===== src/rtl/stock_price_update_ctrl.sv =====
// Read-modify-write controller in front of the 512x49 stock price table; fires a trade trigger on large price drops.
// Optional statistics counters are enabled by defining STOCK_PRICE_STATS_EN.
module stock_price_update_ctrl #(
  parameter logic [31:0] DELTA_THRESH = 32'd100,
  parameter bit          INIT_CLEAR   = 1'b1
) (
  input  logic        axis_aclk,
  input  logic        axis_resetn,
  input  logic        upd_valid,
  output logic        upd_ready,
  input  logic [8:0]  upd_index,
  input  logic [31:0] upd_price,
  input  logic [15:0] upd_qty,
  output logic [8:0]  ram_addr,
  output logic [48:0] ram_din,
  output logic        ram_we,
  input  logic [48:0] ram_dout,
  output logic        trig_valid,
  input  logic        trig_ready,
  output logic [8:0]  trig_index,
  output logic [31:0] trig_old_price,
  output logic [31:0] trig_new_price
`ifdef STOCK_PRICE_STATS_EN
  ,
  output logic [31:0] stat_upd_cnt,
  output logic [31:0] stat_trig_cnt,
  output logic [15:0] stat_sat_cnt
`endif
);

  typedef enum logic [2:0] {S_INIT, S_IDLE, S_RD, S_CMP, S_WR, S_EMIT} state_t;

  typedef struct packed {
    logic [8:0]  idx;
    logic [31:0] price;
    logic [15:0] qty;
  } upd_req_t;

  typedef struct packed {
    logic        valid;
    logic [31:0] price;
    logic [15:0] qty;
  } entry_t;

  localparam state_t RST_STATE = INIT_CLEAR ? S_INIT : S_IDLE;

  state_t      state_q, state_d;
  upd_req_t    req_q, req_d;
  logic        fire_q, fire_d;
  logic [31:0] old_price_q, old_price_d;
  logic        upd_ready_q, upd_ready_d;
  logic [8:0]  ram_addr_q, ram_addr_d;
  logic [48:0] ram_din_q, ram_din_d;
  logic        ram_we_q, ram_we_d;
  logic        trig_valid_q, trig_valid_d;

  entry_t      old;
  logic [16:0] qty_sum;
  logic [15:0] new_qty;
  logic        sat;
  logic        accept;
  logic        trig_hs;

  assign old     = entry_t'(ram_dout);
  assign qty_sum = {1'b0, old.qty} + {1'b0, req_q.qty};
  assign sat     = old.valid && qty_sum[16];
  assign new_qty = !old.valid ? req_q.qty : (qty_sum[16] ? 16'hFFFF : qty_sum[15:0]);

  always_comb begin
    state_d      = state_q;
    req_d        = req_q;
    fire_d       = fire_q;
    old_price_d  = old_price_q;
    upd_ready_d  = upd_ready_q;
    ram_addr_d   = ram_addr_q;
    ram_din_d    = ram_din_q;
    ram_we_d     = ram_we_q;
    trig_valid_d = trig_valid_q;
    accept       = 1'b0;
    trig_hs      = 1'b0;
    case (state_q)
      // First cycle after reset only arms the sweep; the write pulses run addr 0..511.
      S_INIT: begin
        if (!ram_we_q) begin
          ram_we_d   = 1'b1;
          ram_addr_d = 9'd0;
          ram_din_d  = '0;
        end else if (ram_addr_q == 9'd511) begin
          ram_we_d    = 1'b0;
          upd_ready_d = 1'b1;
          state_d     = S_IDLE;
        end else begin
          ram_addr_d = ram_addr_q + 9'd1;
        end
      end
      S_IDLE: begin
        upd_ready_d = 1'b1;
        if (upd_valid && upd_ready_q) begin
          accept      = 1'b1;
          req_d       = '{idx: upd_index, price: upd_price, qty: upd_qty};
          upd_ready_d = 1'b0;
          ram_addr_d  = upd_index;
          state_d     = S_RD;
        end
      end
      S_RD: state_d = S_CMP;
      S_CMP: begin
        fire_d      = old.valid && (old.price > req_q.price) &&
                      ((old.price - req_q.price) >= DELTA_THRESH);
        old_price_d = old.price;
        ram_we_d    = 1'b1;
        ram_din_d   = {1'b1, req_q.price, new_qty};
        state_d     = S_WR;
      end
      S_WR: begin
        ram_we_d = 1'b0;
        if (fire_q) begin
          trig_valid_d = 1'b1;
          state_d      = S_EMIT;
        end else begin
          upd_ready_d = 1'b1;
          state_d     = S_IDLE;
        end
      end
      S_EMIT: begin
        if (trig_ready) begin
          trig_hs      = 1'b1;
          trig_valid_d = 1'b0;
          upd_ready_d  = 1'b1;
          state_d      = S_IDLE;
        end
      end
      default: state_d = S_IDLE;
    endcase
  end

  always_ff @(posedge axis_aclk or negedge axis_resetn) begin
    if (!axis_resetn) begin
      state_q      <= RST_STATE;
      req_q        <= '0;
      fire_q       <= 1'b0;
      old_price_q  <= '0;
      upd_ready_q  <= 1'b0;
      ram_addr_q   <= '0;
      ram_din_q    <= '0;
      ram_we_q     <= 1'b0;
      trig_valid_q <= 1'b0;
    end else begin
      state_q      <= state_d;
      req_q        <= req_d;
      fire_q       <= fire_d;
      old_price_q  <= old_price_d;
      upd_ready_q  <= upd_ready_d;
      ram_addr_q   <= ram_addr_d;
      ram_din_q    <= ram_din_d;
      ram_we_q     <= ram_we_d;
      trig_valid_q <= trig_valid_d;
    end
  end

  assign upd_ready      = upd_ready_q;
  assign ram_addr       = ram_addr_q;
  assign ram_din        = ram_din_q;
  assign ram_we         = ram_we_q;
  assign trig_valid     = trig_valid_q;
  // Request fields stay latched until the next accept, which cannot happen before the trigger handshake.
  assign trig_index     = req_q.idx;
  assign trig_old_price = old_price_q;
  assign trig_new_price = req_q.price;

`ifdef STOCK_PRICE_STATS_EN
  logic [31:0] upd_cnt_q, trig_cnt_q;
  logic [15:0] sat_cnt_q;

  always_ff @(posedge axis_aclk or negedge axis_resetn) begin
    if (!axis_resetn) begin
      upd_cnt_q  <= '0;
      trig_cnt_q <= '0;
      sat_cnt_q  <= '0;
    end else begin
      if (accept)                    upd_cnt_q  <= upd_cnt_q + 32'd1;
      if (trig_hs)                   trig_cnt_q <= trig_cnt_q + 32'd1;
      if (state_q == S_CMP && sat)   sat_cnt_q  <= sat_cnt_q + 16'd1;
    end
  end

  assign stat_upd_cnt  = upd_cnt_q;
  assign stat_trig_cnt = trig_cnt_q;
  assign stat_sat_cnt  = sat_cnt_q;
`else
  logic unused_ok;
  assign unused_ok = accept ^ trig_hs ^ sat;
`endif

endmodule

===== config.mk =====
export PLATFORM = sky130hd
export DESIGN_NAME = stock_price_update_ctrl
export DESIGN_NICKNAME = d
export VERILOG_FILES = /design/src/rtl/stock_price_update_ctrl.sv
export SDC_FILE = /design/constraint.sdc
export NUM_CORES = 1
export LEC_CHECK = 0
export ABC_AREA = 1
export ABC_CLOCK_PERIOD_IN_PS = 1920
export BUFFER_PORTS_ARGS = -buffer_cell sky130_fd_sc_hd__buf_2
export CAP_MARGIN = 20
export CORE_ASPECT_RATIO = 0.75
export CORE_UTILIZATION = 49
export DETAILED_ROUTE_END_ITERATION = 16
export HOLD_SLACK_MARGIN = 0.15
export PLACE_DENSITY = 0.84
export SYNTH_ARGS = -nofsm -noshare
export SYNTH_HDL_FRONTEND = slang
export SYNTH_SLANG_ARGS = --single-unit
export TNS_END_PERCENT = 10

===== constraint.sdc =====
create_clock -name axis_aclk -period 1.92 [get_ports axis_aclk]
set_input_delay 0.096 -clock axis_aclk [delete_from_list [all_inputs] [get_ports axis_aclk]]
set_output_delay 0.096 -clock axis_aclk [all_outputs]
set_load 0.02 [all_outputs]

==> summary.txt, run 1 <==
Synth
  – Post-synth ARST share: 1.00
  – Register area share after synthesis: 0.385
  – Synth Flop Type: dfrtp_1
  – Post-synth top cells: nand2_1, inv_1, dfrtp_1
  – Unique masters post-synth: 50
  – Cell taking the most area after synthesis: dfrtp_1
  – Most frequent cell after synthesis: nand2_1
  – EDFF count, synth: 0
  – Synth top area share: 0.385
  – YS warnings: 0
  – Post-Syn Area: 10000 um^2
  – Register bit total from synthesis: 154
  – Synth top area cells: dfrtp_1, nand2_1, inv_1, ha_1, o21ai_0
  – Synth Area per Inst: 7.01 um^2
  – Cell count after synthesis: 1427
  – Synthesized Nets: 1589

Clock tree
  – CTS sink cnt: 154
  – Worst-skew pair later-pin latency: 0.43 ns
  – TritonCTS clock tree: built
  – CTS hold repair buffers: 92
  – Worst-case clock buffer depth: 2
  – Root buf cell: clkbuf_16
  – H-tree Lvls: 4
  – Clock edge transition at the registers on the reported setup and hold paths: 0.07 ns
  – CTS Buf Count: 17

Timing
  – Final Hold Fails: 0
  – Worst-Margin Slew: 0.587 ns
  – Max Slew Vio Count: 0
  – Tcrit/Tclk final: 1.24
  – Tmin final: 2.39 ns
  – Final worst setup slack: -0.468 ns
  – RSZ-0062 raised after global routing: yes
  – Final Skew: 0.0157 ns
  – Final TNS setup: -4.82 ns
  – Fmax achieved: 419 MHz
  – Final Setup Violations: 24
  – Normalized max-slew margin: 0.608

Power and ir drop
  – Leak: 8.06 nW
  – Clock Power Share: 0.119
  – PwrDens: 1820 nW/um^2
  – Sw Share: 0.497
  – Maximum VDD drop: 977 uV
  – Flop pwr share: 0.212
  – Comb pwr share: 0.668
  – Psw: 13.4 mW
  – Power Internal: 13.6 mW

Critical path
  – CP max-delay cell: dfrtp_1
  – CP most frequent cell: nand2_2
  – CP max stage delay: 0.39 ns
  – R2R setup slack: -0.47 ns
  – Setup crit end kind: flip-flop
  – Worst Path Max Fanout: 4
  – RR Startpoint: trig_new_price[6]
  – R2R depth: 14
  – Cells along the critical path: inv_2 -> ha_4 -> nand2_2 -> inv_1 -> a21oi_2 -> nand2_2 -> buf_4 -> xnor2_2 -> o21a_1 -> nand2_2 -> nor2_1 -> nand3_1 -> nand2_1 -> nand2_1
  – Type of the worst setup path: flip-flop to flip-flop
  – Req. time, crit path: 2.23 ns
  – Startpoint types: flip-flop
  – FF-to-FF End: fire_q
  – Worst Path Arrival: 2.70 ns

Global route
  – Vias in the first global route: 11400
  – Global route overflow: 0
  – Initial antenna violation count: 1
  – First-pass GRT wire length: 58000 um
  – GRT Util Overall: 0.351
  – Pin count of the biggest net entering global routing: 77

Routing
  – DR pass1 iterations: 6
  – # DRC: 0
  – Vias: 11900
  – Initial DRC count: 1333
  – Avg WL per Cell: 18.0 um
  – Final WL: 38500 um
  – Drt via density: 5.56
  – DRT antenna net count: 0

Flow run
  – # Max-Cap Violations: 0

Cells and area
  – Area Overhead vs Synth: 48.0%
  – Final design utilization: 0.753
  – Filler cell count: 1286
  – Layout cells sized above 1: 0.343
  – Fin nets: 2039
  – Post-Layout Inst Area: 14800 um^2

Hold path
  – Min-delay src: ram_dout[16]
  – Worst hold-check path type: input port to flip-flop
  – Hold path cells: 3
  – Worst hold endpoint: trig_old_price[0]

Status
  – Outcome: complete, but fails checks
  – Failing checks: negative setup slack

Floorplan
  – FP Rows: 44
  – I/O Pins: 244
  – DIE AREA: 21000 um^2
  – Core footprint: 19700 um^2
  – Die Wd: 167 um
  – Die height: 126 um
  – Initial Util: 0.509

Place
  – DP Worst Slack: -0.464 ns
  – Post-DP HPWL: 24700 um
  – Routability cong.: 1.03
  – IO buf count: 243
  – Post-DP Area: 12300 um^2
power groups by stage:
stage	sequential (mW)	clock (mW)	combinational [mW]
after CTS	5.62	3.23	15.7
final	5.72	3.22	18.0
after global routing	5.85	3.41	19.3
after floorplan	6.55	0	8.43
after detailed placement	5.64	0	14.8
after global placement	5.58	0	14.5
cells in the final DEF (no fill, tap or decap), types with 22 or more instances in the layout:
cell type and instances:
nand2_2 49, dfrtp_1 152, o21ai_0 96, buf_4 155, inv_2 34, nand2_1 508
nor2_1 51, buf_2 242, ha_1 22, a21oi_1 34, nand3_1 36, dlygate4sd3_1 92
inv_1 168, ha_4 27
logic make-up (layout without fill, tap and decap cells):
group,after synthesis,in the layout,share of synthesized area
other,0,1,0
buffers and inverters,279,741,0.122
multiplexers,1,1,0.00113
XOR/XNOR,21,21,0.0191
flip-flops,154,154,0.385
AO/OA/AOI/OAI,189,189,0.102
AND/OR/NAND/NOR,731,731,0.303
adder cells (fa/ha/maj),52,52,0.0666
cell type report:
| class | count | area [um^2] | share of cell area |
|---|---|---|---|
| Multi-Input combinational cell | 994 | 5750 | 0.389 |
| Clock buffer | 18 | 439 | 0.0297 |
| Timing Repair Buffer | 505 | 3550 | 0.240 |
| Sequential cell | 154 | 3860 | 0.261 |
| Inverter | 205 | 772 | 0.0522 |
| Clock inverter | 13 | 108 | 0.00727 |
| Antenna cell | 1 | 2.50 | 0.000169 |
| Tap cell | 253 | 317 | 0.0214 |
critical path: cells and delay by family (launching register included):
kind / cells / cell delay (ns)
AOI/OAI and AO/OA: 2 / 0.37
DFF: 1 / 0.39
buffers and inverters: 3 / 0.36
xor gates and xnor gates: 1 / 0.15
and+or+nand+nor: 7 / 0.77
adders and majority gates: 1 / 0.23
worst max path at each step:
stage / from / depth (start not counted) / to
2_1_floorplan: req_q[0] / 13 / ram_din[10]
3_3_place_gp: trig_new_price[12] / 15 / fire_q
3_5_place_dp: trig_new_price[14] / 12 / fire_q
4_1_cts: trig_new_price[0] / 16 / fire_q
5_1_grt: trig_new_price[9] / 17 / fire_q
6_report: trig_new_price[6] / 14 / fire_q
flip-flops by register name, summed over array words and instances (netlist names):
register / cells
trig_valid: 1
trig_new_price: 32
state_q: 3
upd_ready: 1
trig_old_price: 32
ram_addr: 9
req_q: 16
fire_q: 1
ram_we: 1
trig_index: 9
ram_din: 49
repair_timing:
action,CTS,global route
resized for setup,61,130
setup endpoints to repair,23,59
buffers inserted,5,20
hold endpoints to repair,257,1
pin swaps,11,52
routing by layer:
metal / share of wire / track usage / vias to the layer above
met3: 0.11 / 0.0893 / 231
met2: 0.45 / 0.564 / 818
li1: - / - / 5330
met1: 0.38 / 0.448 / 5531
met5: 0 / 0 / -
met4: 0.055 / 0.156 / 0
stage by stage:
step | total power, mW | hold slack [ns] | cells
final | 27.0 | 0.0496 | 2143
after global placement | 20.0 | 0.0601 | 1994
after CTS | 24.5 | 0.0194 | 2122
after floorplan | 15.0 | -0.200 | 1427
after detailed placement | 20.4 | 0.0664 | 1994
after global routing | 28.5 | 0.0674 | 2143
Power figures use the tool's default switching activity.
==> run 2: changes to the inputs <==
Settings changed: ABC_AREA 1 to 0, PLACE_DENSITY 0.84 to 0.85.
==> summary.txt, run 2 <==
Status
  – Outcome: complete, but fails checks
  – Failing checks: negative setup slack

Routing
  – Final WL: 30400 um (-21%)
  – DR pass1 iterations: 5 (-1)
  – DRT antenna net count: 0 (unchanged)
  – Drt via density: 5.50 (-1.1%)
  – Initial DRC count: 788 (-41%)
  – Avg WL per Cell: 17.1 um (-5.0%)
  – # DRC: 0 (unchanged)
  – Vias: 9799 (-18%)

Timing
  – Worst-Margin Slew: 0.762 ns (+0.175 ns)
  – Final Skew: 0.0102 ns (-0.00551 ns)
  – Final Hold Fails: 0 (unchanged)
  – Fmax achieved: 330 MHz (-21%)
  – Final Setup Violations: 17 (-29%)
  – Normalized max-slew margin: 0.492 (-0.116)
  – Tmin final: 3.03 ns (+0.645 ns)
  – Max Slew Vio Count: 0 (unchanged)
  – Hold_ws: 0.168 ns (+0.118 ns)
  – Final worst setup slack: -1.11 ns (-0.645 ns)
  – Tcrit/Tclk final: 1.58 (+0.336)
  – RSZ-0062 raised after global routing: yes

Synth
  – Unique masters post-synth: 70 (+40%)
  – Cell taking the most area after synthesis: dfrtp_1
  – Synth top area cells: dfrtp_1, nand2_1, ha_1, o21ai_0, buf_4
  – Most frequent cell after synthesis: nand2_1
  – Register area share after synthesis: 0.418 (+0.0328)
  – Synth Area per Inst: 8.82 um^2 (+26%)
  – YS warnings: 0 (unchanged)
  – Synth Flop Type: dfrtp_1
  – Post-synth ARST share: 1.00 (unchanged)
  – EDFF count, synth: 0 (unchanged)
  – Post-synth top cells: nand2_1, dfrtp_1, o21ai_0
  – Cell count after synthesis: 1045 (-27%)
  – Synthesized Nets: 1207 (-24%)
  – Synth top area share: 0.418 (+0.0328)
  – Post-Syn Area: 9210 um^2 (-7.8%)
  – Register bit total from synthesis: 154 (unchanged)

Power and ir drop
  – PwrDens: 1850 nW/um^2 (+1.6%)
  – Final Power: 25.6 mW (-5.3%)
  – Maximum VDD drop: 1030 uV (+5.2%)
  – Leak: 6.91 nW (-14%)

Cells and area
  – Commonest non-fill, non-tap cell in the layout: buf_2
  – Final design utilization: 0.748 (-0.00542)
  – Post-Layout Inst Area: 13800 um^2 (-6.8%)
  – Area Overhead vs Synth: 49.7%
  – Fin nets: 1684 (-17%)
  – Commonest cells after routing, fill and taps aside: buf_2, nand2_1, buf_4
  – Layout cells sized above 1: 0.374 (+0.0314)
  – Max reg flops: 49 (unchanged)

Critical path
  – Req. time, crit path: 2.22 ns (about the same)
  – Startpoint types: flip-flop
  – CP max stage delay: 0.42 ns (+0.03 ns)
  – Worst Path Max Fanout: 4 (unchanged)
  – Cells along the critical path: ha_2 -> fa_2 -> nand2b_4 -> a211oi_4 -> o31a_1 -> buf_4 -> nor4_1 -> o41ai_1 -> xnor2_1 -> o311ai_1 -> nor4_2 -> a22oi_1
  – Worst Path Arrival: 3.34 ns (+0.64 ns)
  – Setup crit end kind: flip-flop
  – CP max-delay cell: o41ai_1
  – Type of the worst setup path: flip-flop to flip-flop

Clock tree
  – Clock edge transition at the registers on the reported setup and hold paths: 0.07 ns (about the same)
  – TritonCTS clock tree: built
  – Root buf cell: clkbuf_16
  – Worst-case clock buffer depth: 2 (unchanged)
  – CTS sink cnt: 154 (unchanged)
  – CTS Buf Count: 17 (unchanged)
  – H-tree Lvls: 4 (unchanged)
  – Worst-skew pair later-pin latency: 0.43 ns (about the same)

Global route
  – Global route overflow: 0 (unchanged)
  – First-pass GRT wire length: 48700 um (-16%)
  – Vias in the first global route: 9887 (-13%)
  – Pin count of the biggest net entering global routing: 68 (-12%)
  – Initial antenna violation count: 1 (unchanged)
  – GRT Util Overall: 0.317 (-0.0337)

Floorplan
  – DIE AREA: 19400 um^2 (-7.7%)
  – Die Wd: 160 um (-4.0%)
  – I/O Pins: 244 (unchanged)
  – FP Rows: 43 (-2.3%)
  – Die height: 121 um (-3.9%)
  – Core footprint: 18500 um^2 (-6.1%)
  – Initial Util: 0.499 (-0.00944)

Place
  – Routability cong.: 0.942 (-8.3%)
  – IO buf count: 243 (unchanged)
  – Post-DP Area: 12000 um^2 (-2.8%)
  – Post-DP HPWL: 20800 um (-16%)

Flow run
  – # Max-Cap Violations: 0 (unchanged)

Hold path
  – Worst hold-check path type: input port to asynchronous set/reset pin
==> run 2: worst paths after layout <==
| kind | slack, ns | start | cells after the start | endpoint |
|---|---|---|---|---|
| worst max-delay path | -1.11 | trig_new_price[0] | 12 | fire_q |
| worst min-delay path | 0.17 | axis_resetn | 2 | trig_old_price[17] |
| worst max register to register | -1.11 | trig_new_price[0] | 12 | fire_q |
| worst min register to register | 0.47 | ram_din[2] | 2 | ram_din[2] |
| max in group asynchronous | 1.08 | axis_resetn | 3 | trig_new_price[1] |
| min in group axis_aclk | 0.22 | upd_valid | 5 | state_q[1] |
==> run 2: cells by family after synthesis <==
kind of cell | count (synthesis) | synth area share
muxes | 30 | 0.0363
DFF | 154 | 0.418
AOI/OAI and AO/OA | 287 | 0.203
and+or+nand+nor | 347 | 0.167
xor gates and xnor gates | 25 | 0.0238
buffers and inverters | 150 | 0.0795
adders and majority gates | 52 | 0.0723
==> run 2: metal layers <==
| layer | GRT usage | share of wire | vias to the layer above |
|---|---|---|---|
| met1 | 0.408 | 0.44 | 4707 |
| li1 | - | - | 4586 |
| met2 | 0.521 | 0.47 | 442 |
| met4 | 0.115 | 0.024 | 0 |
| met5 | 0 | 0 | - |
| met3 | 0.0758 | 0.073 | 64 |
==> run 2: through the flow <==
stage          setup WS, ns  std cells  setup TNS (ns)
6_report              -1.11       1783          -12.93
5_1_grt               -1.20       1782          -15.44
3_5_place_dp          -1.23       1654          -14.10
3_3_place_gp          -1.10       1654          -13.24
4_1_cts               -1.10       1781          -13.23
2_1_floorplan        -0.923       1045          -12.27
==> run 2: power breakdown <==
part / internal (mW) / switching (mW)
Combinational: 7.15 / 9.06
Clock: 2.10 / 1.53
Sequential: 4.79 / 0.916
Total: 14.0 / 11.5
==> run 2: repair_timing <==
item | 4_1_cts | 5_1_grt
pin swaps | 31 | 10
hold buffers | 93 | 0
hold endpoints to repair | 258 | 0
resized for setup | 21 | 29
setup endpoints to repair | 17 | 22
buffers inserted | 2 | 1
==> run 2: final cells by class <==
type	instances	area, um^2
fill	1265	4660
antenna	1	2.50
multi-input combinational	741	4940
sequential	154	3850
clock inverter	15	196
timing repair buffer	544	3820
inverter	64	240
clock buffer	17	425
tap	247	309
==> run 2: critical path, delay by kind of cell, from the launching register on <==
| kind | cells | cell delay (ns) |
|---|---|---|
| compound gates | 5 | 1.26 |
| xor+xnor | 1 | 0.19 |
| fa+ha+maj | 2 | 0.55 |
| buf+inv | 1 | 0.12 |
| flops | 1 | 0.39 |
| simple gates | 3 | 0.40 |
